$ cat src/rtl/serial_adder_ctrl.sv
// Bit-serial adder sequencer: feeds one operand bit pair plus the running
// carry into a single full-adder cell per clock and assembles the result.
module serial_adder_ctrl #(
    parameter int WIDTH = 8
) (
    input  logic             clk,
    input  logic             rst_n,
    input  logic             start,
    input  logic [WIDTH-1:0] A_IN,
    input  logic [WIDTH-1:0] B_IN,
    input  logic             CIN,
    output logic             busy,
    output logic             done,
    output logic [WIDTH-1:0] SUM_OUT,
    output logic             COUT
);

    localparam int CW = $clog2(WIDTH + 1);
    localparam logic [CW-1:0] CNT_LAST = CW'(WIDTH - 1);

    typedef enum logic [1:0] {
        IDLE  = 2'd0,
        SHIFT = 2'd1,
        DONE  = 2'd2
    } state_t;

    state_t           state_q, state_d;
    logic [WIDTH-1:0] a_sh_q, a_sh_d;
    logic [WIDTH-1:0] b_sh_q, b_sh_d;
    logic [WIDTH-1:0] s_sh_q, s_sh_d;
    logic             carry_q, carry_d;
    logic [CW-1:0]    cnt_q, cnt_d;
    logic             busy_q, busy_d;
    logic             done_q, done_d;
    logic [WIDTH-1:0] sum_out_q, sum_out_d;
    logic             cout_q, cout_d;

    logic bit_sum;
    logic bit_carry;

    // Full-adder cell operating on the low bits of the shift registers.
    assign bit_sum   = a_sh_q[0] ^ b_sh_q[0] ^ carry_q;
    assign bit_carry = (a_sh_q[0] & b_sh_q[0]) | (carry_q & (a_sh_q[0] ^ b_sh_q[0]));

    // Next-state and datapath logic for the IDLE -> SHIFT -> DONE sequence.
    always_comb begin
        // NOTE: every signal gets a hold/default value first so no path can
        // leave it unassigned, which would infer a latch.
        state_d   = state_q;
        a_sh_d    = a_sh_q;
        b_sh_d    = b_sh_q;
        s_sh_d    = s_sh_q;
        carry_d   = carry_q;
        cnt_d     = cnt_q;
        sum_out_d = sum_out_q;
        cout_d    = cout_q;
        done_d    = 1'b0;

        case (state_q)
            IDLE: begin
                if (start) begin
                    a_sh_d  = A_IN;
                    b_sh_d  = B_IN;
                    carry_d = CIN;
                    cnt_d   = '0;
                    state_d = SHIFT;
                end
            end
            SHIFT: begin
                a_sh_d  = {1'b0, a_sh_q[WIDTH-1:1]};
                b_sh_d  = {1'b0, b_sh_q[WIDTH-1:1]};
                s_sh_d  = {bit_sum, s_sh_q[WIDTH-1:1]};
                carry_d = bit_carry;
                cnt_d   = cnt_q + CW'(1);
                if (cnt_q == CNT_LAST) begin
                    // Last bit: publish the completed result in one step so
                    // partial sums never reach the outputs.
                    sum_out_d = {bit_sum, s_sh_q[WIDTH-1:1]};
                    cout_d    = bit_carry;
                    done_d    = 1'b1;
                    state_d   = DONE;
                end
            end
            DONE: begin
                state_d = IDLE;
            end
            default: begin
                state_d = IDLE;
            end
        endcase

        busy_d = (state_d != IDLE);
    end

    // State and registered outputs; reset aborts any operation in flight.
    always_ff @(posedge clk or negedge rst_n) begin
        // NOTE: the datapath registers are reset too, because an aborted
        // operation must return the result outputs to zero.
        if (!rst_n) begin
            state_q   <= IDLE;
            a_sh_q    <= '0;
            b_sh_q    <= '0;
            s_sh_q    <= '0;
            carry_q   <= 1'b0;
            cnt_q     <= '0;
            busy_q    <= 1'b0;
            done_q    <= 1'b0;
            sum_out_q <= '0;
            cout_q    <= 1'b0;
        end else begin
            // NOTE: non-blocking assignments so every flop samples the
            // pre-edge values regardless of statement order.
            state_q   <= state_d;
            a_sh_q    <= a_sh_d;
            b_sh_q    <= b_sh_d;
            s_sh_q    <= s_sh_d;
            carry_q   <= carry_d;
            cnt_q     <= cnt_d;
            busy_q    <= busy_d;
            done_q    <= done_d;
            sum_out_q <= sum_out_d;
            cout_q    <= cout_d;
        end
    end

    assign busy    = busy_q;
    assign done    = done_q;
    assign SUM_OUT = sum_out_q;
    assign COUT    = cout_q;

endmodule

$ cat config.mk
export PLATFORM = sky130hd
export DESIGN_NAME = serial_adder_ctrl
export DESIGN_NICKNAME = d
export VERILOG_FILES = /design/src/rtl/serial_adder_ctrl.sv
export SDC_FILE = /design/constraint.sdc
export NUM_CORES = 1
export LEC_CHECK = 0
export CELL_PAD_IN_SITES_DETAIL_PLACEMENT = 1
export CELL_PAD_IN_SITES_GLOBAL_PLACEMENT = 1
export CORE_MARGIN = 10
export CORE_UTILIZATION = 43
export CTS_CLUSTER_SIZE = 12
export DETAILED_ROUTE_END_ITERATION = 10
export PLACE_DENSITY_LB_ADDON = 0.1
export SLEW_MARGIN = 0
export SYNTH_ARGS = -nofsm -noshare
export SYNTH_HDL_FRONTEND = slang
export SYNTH_SLANG_ARGS = --single-unit
$ cat constraint.sdc
create_clock -name clk -period 4.2 [get_ports clk]
set_input_delay 0.63 -clock clk [delete_from_list [all_inputs] [get_ports clk]]
set_output_delay 0.63 -clock clk [all_outputs]
set_load 0.1 [all_outputs]
# After elaboration in Yosys (flattened, before gate mapping)
# Index checks and enable logic that the tools add are counted.
dict set report classes {
  mul 0
  n_reduce_logical 5
  magnitude_cmp 0
  n_addsub 1
  div_mod_pow 0
  n_mux 13
  shift 0
  eq_ne 3
  bitwise_logic 5
}
# cell n
set op_table {}
lappend op_table {{8-bit case mux with 2 select lines} 2}
lappend op_table {{8-bit 2-to-1 mux} 2}
lappend op_table {{4-bit case mux with 2 select lines} 1}
lappend op_table {{4-bit by 1-bit adder with 4-bit output (second input constant)} 1}
lappend op_table {{4-bit by 3-bit equality test with 1-bit output (second input constant)} 1}
lappend op_table {{2-bit 2-to-1 mux} 2}
lappend op_table {{4-bit 2-to-1 mux} 1}
lappend op_table {{2-bit case mux with 2 select lines} 1}
lappend op_table {{2-bit AND reduction} 2}
lappend op_table {{2-bit nonzero test} 2}
lappend op_table {{1-bit 2-to-1 mux} 3}
lappend op_table {{1-bit bitwise AND} 2}
lappend op_table {{2-bit by 1-bit equality test with 1-bit output (second input constant)} 1}
lappend op_table {{2-bit logical NOT} 1}
lappend op_table {{2-bit != test (second input constant)} 1}
lappend op_table {{1-bit case mux with 2 select lines} 1}
lappend op_table {{1-bit XOR} 2}
lappend op_table {{1-bit OR} 1}
dict set report word_totals {
  mem_bits_ro 0
  mem_bits_rw 0
  inputBits 20
  mem_count 0
  output_inout_bits 11
  reg_bits 42
  latch_bits 0
  elab_cells 37
}

# Logic depth before layout (Yosys ltp)
# Gate-level depths: netlist of run 1.
dict set report logic_depth {
  word_depth 4
  ltp_mapped 5
  ltp_nobuf 4
}

# Worst setup path before layout of run 1
# No wires, ideal clock.
dict set report synth_path {
  path_type {register -> output}
  start {register cout_q, in the netlist COUT}
  end {output port COUT}
  path_buffers 0
  stages_incl_launch_ff 1
  slack_ns 2.675
  t_arrival_ns 0.895
  required_ns 3.570
  cell_sequence {dfrtp_1}
}
# item line_no
set synth_lines {}
lappend synth_lines {{start: declaration} 36} ;# logic cout_q, cout_d;
lappend synth_lines {{start signal: assignment} 122} ;# cout_q <= cout_d;
lappend synth_lines {{end: declaration} 15} ;# output logic COUT
# No word-level cell between the ends.

# Worst setup path after layout of run 1
dict set report layout_path {
  start {register sum_out_q[5], in the netlist SUM_OUT[5]}
  end {output port SUM_OUT[5]}
}
# item line_no
set layout_lines {}
lappend layout_lines {{start: declaration} 35} ;# logic [WIDTH-1:0] sum_out_q, sum_out_d;
lappend layout_lines {{start signal: assignment} 121} ;# sum_out_q <= sum_out_d;
lappend layout_lines {{end: declaration} 14} ;# output logic [WIDTH-1:0] SUM_OUT,
# No word-level cell between the ends.

==> results of run 1 <==
## state kept, by name (all words and copies together), names as in the netlist, 2 cells and up
register  cells
a_sh_q        8
s_sh_q        7
b_sh_q        8
SUM_OUT       8
state_q       2
cnt_q         4
## layout by cell type (no fill, tap or decap), drive strengths merged, types with 3 or more instances in the layout
cell / count
a21oi: 3
clkbuf: 7
o21ai: 21
nor2b: 6
clkdlybuf4s50: 29
dfrtp: 41
mux2: 9
nand2: 40
a22oi: 15
## power groups by stage
stage | registers (µW) | logic, µW | clock network, µW
after global placement | 660 | 723 | 0
after detailed placement | 673 | 751 | 0
after global routing | 691 | 802 | 308
after CTS | 667 | 755 | 292
final | 665 | 743 | 282
after floorplan | 945 | 265 | 0
## kinds of logic (layout without fill, tap and decap cells)
group                      count (synthesis)  after routing  synth area share, %
and+or+nand+nor                           53             53                 13.9
muxes                                      9              9                 5.97
AOI/OAI and AO/OA                         41             41                 14.7
DFF                                       41             41                 60.5
buffers and inverters                     11             41                 3.02
adders and majority gates                  2              2                 1.92
## stage by stage
stage               hold WS, ns  worst slack (ns)  utilization [%]  total power [µW]  cell area, µm²
floorplan                 0.334              2.68                -              1210            1700
global placement          0.456              1.82             53.8              1380            2020
detailed placement        0.473              1.70             53.8              1420            2020
CTS                       0.491              1.76             56.6              1710            2120
global route              0.524              1.72             56.6              1800            2120
finish                    0.458              1.78             56.6              1690            2120
## per-layer routing
metal,vias to the layer above,routed length [µm],GRT usage (%)
li1,594,-,-
met1,621,1720,13.7
met2,24,2060,19.3
met3,4,173,4.79
met4,0,40,4.15
met5,-,0,0
## final cells by class
type | count | area share, %
inverter | 2 | 0.355
sequential | 41 | 48.5
clock inverter | 1 | 0.236
tap | 48 | 2.84
multi-input combinational | 105 | 29.3
clock buffer | 7 | 4.55
timing repair buffer | 31 | 14.3
## path summary, 6_finish.rpt
kind / to / slack, ns / cells past startpoint
hold reg to reg: b_sh_q[6] / 0.49 / 2
setup reg to reg: carry_q / 2.13 / 3
min in group clk: b_sh_q[6] / 0.49 / 2
setup / recovery: SUM_OUT[5] / 1.78 / 1
hold / removal: a_sh_q[3] / 0.46 / 1
max in group asynchronous: s_sh_q[1] / 3.18 / 1
==> qor.txt, run 1 <==
Setup Buffers After CTS - 0
Final Hold Viols - 0
Net Sw Frac - 45.6%
Peak clock frequency supported by timing - 414 MHz
Proportion of power drawn by the clock network - 16.7%
Worst min-delay path category - input pin to async pin
Slew at the pin with the worst max-slew slack - 1.04 ns
Chain of cells forming the critical path - clkdlybuf4s50_1
Routability congestion estimate - 0.732
Type of element capturing the critical path - primary output
Largest cells by area after synthesis - sky130_fd_sc_hd__dfrtp_1, sky130_fd_sc_hd__nand2_1, sky130_fd_sc_hd__a22oi_1, sky130_fd_sc_hd__o21ai_0, sky130_fd_sc_hd__mux2_2
Maximum cell stage delay along the critical path - 1.14 ns
Layout overhead on the synthesized area - 24.8%
Count of nets after finishing - 208
Number of buffers created by CTS - 5
R2R Path Start - state_q[0]
Status - completed
Diodes inserted - 0
Count of H-tree levels built during CTS - 2
Top cell type by total area after synthesis - sky130_fd_sc_hd__dfrtp_1
Fin Clk Skew - 0.00333 ns
Crit. Startpoint - SUM_OUT[5]
Number of antenna violations at the first check in global routing - 0
Antenna viol nets, final - 0
Average instance area after synthesis - 10.8 µm²
Global route overflow - 0
First drt pass iteration count - 4
Summed instance area of the synthesized netlist - 1700 µm²
Routed vias/inst - 5.29
Sequential cell fraction of total power - 39.4%
Maximum number of pins on one net before global-route repair - 42
DRC violations left - 0
Number of buffers inserted by hold repair at cts - 0
Remaining max-slew budget at the tightest pin - 30.7%
Final-layout fill cell count - 421
Tmin final - 2.42 ns
Total wire length after detailed routing - 3.99 mm
Final Max Tran Viols - 0
Number of buffers and inverters on the critical path - 1
Worst endpoint data arrival time - 1.79 ns
Cell variety after synth - 22
Proportion of synthesized chip area in sequential cells - 60.5%
Die ar. - 6860 µm²
Global-route wire length before repair - 6.74 mm
Clock-pin slew on the worst setup and hold paths - 0.08 ns
Switching pwr - 770 µW
Combined flip-flop and latch cell area - 1030 µm²
Worst Path Class, Setup - flop to primary output
1st-iter DRT viols - 64
Unrepaired setup endpoints after global routing - no
Combinational share of power - 44.0%
Maximum net fanout on the critical path - 2
Fraction of layout cells with a size suffix above 1 - 10.7%
Number of top-level pins - 31
Most used standard cells in the synthesized netlist - sky130_fd_sc_hd__dfrtp_1, sky130_fd_sc_hd__nand2_1, sky130_fd_sc_hd__o21ai_0
Family with the most delay on the worst path - buffers and inverters
Chip Height - 82.8 µm
Core region area - 3740 µm²
Via count of the first global-routing pass - 1,359
Element type at the critical path start - flop
CP Data Required Time - 3.57 ns
Cell-internal power - 919 µW
Fraction of synthesis flops using an asynchronous set or reset pin - 100%
Total setup violations reported at the end of the flow - 0
DR vias - 1,243
CTS root buf - sky130_fd_sc_hd__clkbuf_8
Number of register bits inferred by synthesis - 41
Highest-delay cell along the critical path - sky130_fd_sc_hd__clkdlybuf4s50_1
Post-Layout Cell Count - 235
Post-CTS Resized - 0
Clock sink count - 41
Pwr/cell area - 798 nW/µm²
Area share of the leading cell type in the synthesized netlist - 60.5%
Clock latency of the later-clocked register in the worst-skew pair - 0.29 ns
Die X - 82.8 µm
GRT Util Overall - 11.9%
Post-detailed-placement half-perimeter wirelength - 2.72 mm
Post-Place Cells - 227
Total Neg Setup Slack - 0 ns
Number of flops mapped to enable cells by yosys - 0
Final cycle utilization of the critical path - 57.5%
Max_cap viols - 0
TritonCTS clock tree - done
Number of nets in the synthesized netlist - 179
Syn Inst Count - 157
Starting density of the core - 45.3%
Most used flip-flop cell after synthesis - sky130_fd_sc_hd__dfrtp_1
Yosys warning total - 0
Most frequent cell after synthesis - sky130_fd_sc_hd__dfrtp_1
Wire length per cell - 17.0 µm
IR drop worst, VDD - 369 µV
Port bufs - 30
Static Leak - 0.000929 µW
Area taken by multi-input logic gates - 619 µm²
Site Rows - 22
Number of buffers between clock root and the deepest sink - 2
Power figures use the tool's default switching activity.
==> run 2: changes to the inputs <==
--- a/config.mk
+++ b/config.mk
@@ -8,7 +8,7 @@
 export CELL_PAD_IN_SITES_DETAIL_PLACEMENT = 1
 export CELL_PAD_IN_SITES_GLOBAL_PLACEMENT = 1
 export CORE_MARGIN = 10
-export CORE_UTILIZATION = 43
+export CORE_UTILIZATION = 36
 export CTS_CLUSTER_SIZE = 12
 export DETAILED_ROUTE_END_ITERATION = 10
 export PLACE_DENSITY_LB_ADDON = 0.1
==> constraint.sdc (replaced) <==
create_clock -name clk -period 2.15 [get_ports clk]
set_input_delay 0.3225 -clock clk [delete_from_list [all_inputs] [get_ports clk]]
set_output_delay 0.3225 -clock clk [all_outputs]
set_load 0.1 [all_outputs]
==> run 2 against run 1 <==
Compared with the run above:
- setup slack worse by 1.2 ns
- sequential cell count stayed put
- sequential share of layout area is 0.62 points lower
- routed wire length is 3.4% higher
- cell count is 4.7% higher
- critical path depth is 3 higher
- cell area is 1.3% higher
==> qor.txt, run 2 (synthesis gave the netlist of run 1 again) <==
Status - completed
CTS root buf - sky130_fd_sc_hd__clkbuf_8
Clock latency of the later-clocked register in the worst-skew pair - 0.30 ns (about the same)
GRT Util Overall - 11.6% (-0.29 points)
Cell-internal power - 1770 µW (+92%)
First drt pass iteration count - 4 (unchanged)
Commonest non-fill, non-tap cells in the layout - sky130_fd_sc_hd__dfrtp_1, sky130_fd_sc_hd__nand2_1, sky130_fd_sc_hd__o21ai_0
Final Max Tran Viols - 0 (unchanged)
Global route overflow - 0 (unchanged)
Chip Height - 88.7 µm (+7.0%)
Total Neg Setup Slack - 0 ns (unchanged)
Slew at the pin with the worst max-slew slack - 0.451 ns (-0.587 ns)
Combinational share of power - 45.6% (+1.6 points)
Final Core Density - 48.3% (-8.3 points)
1st-iter DRT viols - 70 (+9.4%)
Static Leak - 0.000975 µW (+5.0%)
Via count of the first global-routing pass - 1,412 (+3.9%)
Post-Layout Inst Area - 2140 µm² (+1.3%)
Max_cap viols - 0 (unchanged)
Layout overhead on the synthesized area - 26.4%
Final Hold Viols - 0 (unchanged)
Total Power Consumption - 3280 µW (+94%)
Die X - 88.7 µm (+7.0%)
Clock sink count - 41 (unchanged)
Final cycle utilization of the critical path - 75.0%
Setup Buffers After CTS - 0 (unchanged)
Total setup violations reported at the end of the flow - 0 (unchanged)
Remaining max-slew budget at the tightest pin - 69.9% (+39 points)
Type of element capturing the critical path - flop
Highest routed layer - met4
Antenna viol nets, final - 0 (unchanged)
Routed length on met3 - 244 µm (+41%)
IR drop worst, VDD - 500 µV (+36%)
Element type at the critical path start - flop
Site Rows - 24 (+9.1%)
Diodes inserted - 0 (unchanged)
Crit. Startpoint - cnt_q[0]
Worst min-delay path category - input pin to async pin
TritonCTS clock tree - done
Amount of wire on met2 after detailed routing - 2.00 mm (-2.8%)
Routability congestion estimate - 0.714 (-2.5%)
Switching pwr - 1510 µW (+96%)
Most common library cell in the layout ignoring fill and taps - sky130_fd_sc_hd__dfrtp_1
Peak clock frequency supported by timing - 620 MHz
Number of buffers created by CTS - 5 (unchanged)
R2R Path Start - cnt_q[0]
CP Data Required Time - 2.33 ns (-1.24 ns)
Count of nets after finishing - 215 (+3.4%)
Pwr/cell area - 1530 nW/µm² (+91%)
Worst endpoint data arrival time - 1.79 ns (about the same)
Global-route wire length before repair - 7.07 mm (+4.9%)
Wl on met1 - 1.83 mm (+6.8%)
Fin Clk Skew - 0.00999 ns (+0.00666 ns)
Fraction of layout cells with a size suffix above 1 - 19.1% (+8.4 points)
Number of buffers between clock root and the deepest sink - 2 (unchanged)
Tmin final - 1.61 ns
Total wire length after detailed routing - 4.12 mm (+3.4%)
Sequential cell fraction of total power - 38.1% (-1.3 points)
DR vias - 1,261 (+1.4%)
Proportion of power drawn by the clock network - 16.3% (-0.4 points)
Starting density of the core - 38.2% (-7.1 points)
Number of antenna violations at the first check in global routing - 0 (unchanged)
Port bufs - 30 (unchanged)
Count of H-tree levels built during CTS - 2 (unchanged)
Wire length per cell - 16.8 µm (-1.2%)
Net Sw Frac - 46.1% (+0.48 points)
Maximum net fanout on the critical path - 10 (+8)
Worst Path Class, Setup - flop to flop
Cell area after placement - 2040 µm² (+1.1%)
Number of top-level pins - 31 (unchanged)
DRC violations left - 0 (unchanged)
Maximum number of pins on one net before global-route repair - 27 (-36%)
Post-Layout Cell Count - 246 (+4.7%)
Clock-pin slew on the worst setup and hold paths - 0.08 ns (about the same)
Routed vias/inst - 5.13 (-3.1%)
Post-CTS Resized - 0 (unchanged)
Die ar. - 7860 µm² (+15%)
Post-Place Cells - 237 (+4.4%)
Core region area - 4440 µm² (+19%)
Post-detailed-placement half-perimeter wirelength - 3.01 mm (+10%)
Number of buffers inserted by hold repair at cts - 1 (+1)
Unrepaired setup endpoints after global routing - no
==> run 2: layer usage <==
| layer | vias up | global-route usage, % |
|---|---|---|
| met5 | - | 0 |
| met4 | 0 | 3.52 |
| met3 | 6 | 4.41 |
| met2 | 19 | 18.6 |
| met1 | 627 | 14.0 |
| li1 | 609 | - |
==> run 2: cell type report <==
cell class / instances / area (µm²)
Inverter: 2 / 7.51
Clock inverter: 2 / 13.8
Timing Repair Buffer: 38 / 330
Clock buffer: 6 / 82.6
Fill cell: 478 / 2300
Sequential cell: 41 / 1030
Tap cell: 52 / 65.1
Multi-Input combinational cell: 105 / 619
==> run 2: path summary, 6_finish.rpt <==
path / end / cells after the start / slack, ns
hold reg to reg: s_sh_q[1] / 2 / 0.49
hold / removal: a_sh_q[4] / 2 / 0.48
max in group asynchronous: state_q[0] / 3 / 1.00
min in group clk: s_sh_q[1] / 2 / 0.49
setup reg to reg: SUM_OUT[2] / 4 / 0.54
setup / recovery: SUM_OUT[2] / 4 / 0.54
==> run 2: through the flow <==
step / hold WS (ns) / setup slack, ns
after floorplan: 0.0269 / 0.724
after global placement: 0.261 / 0.467
after detailed placement: 0.273 / 0.441
after CTS: 0.484 / 0.510
after global routing: 0.514 / 0.387
final: 0.484 / 0.537
==> run 2: power by group through the flow <==
stage          sequential, µW  clock (µW)  combinational [µW]
4_1_cts                  1250         550                1520
6_report                 1250         533                1490
3_5_place_dp             1270           0                1520
3_3_place_gp             1250           0                1480
2_1_floorplan            1850           0                 518
5_1_grt                  1300         591                1630
==> run 2: critical path: stages, from the launching register on <==
cell                       delay [ns]
sky130_fd_sc_hd__dfrtp_1         0.39
sky130_fd_sc_hd__ha_1            0.21
sky130_fd_sc_hd__nand4b_1        0.20
sky130_fd_sc_hd__nor2_4          0.31
sky130_fd_sc_hd__mux2_2          0.38
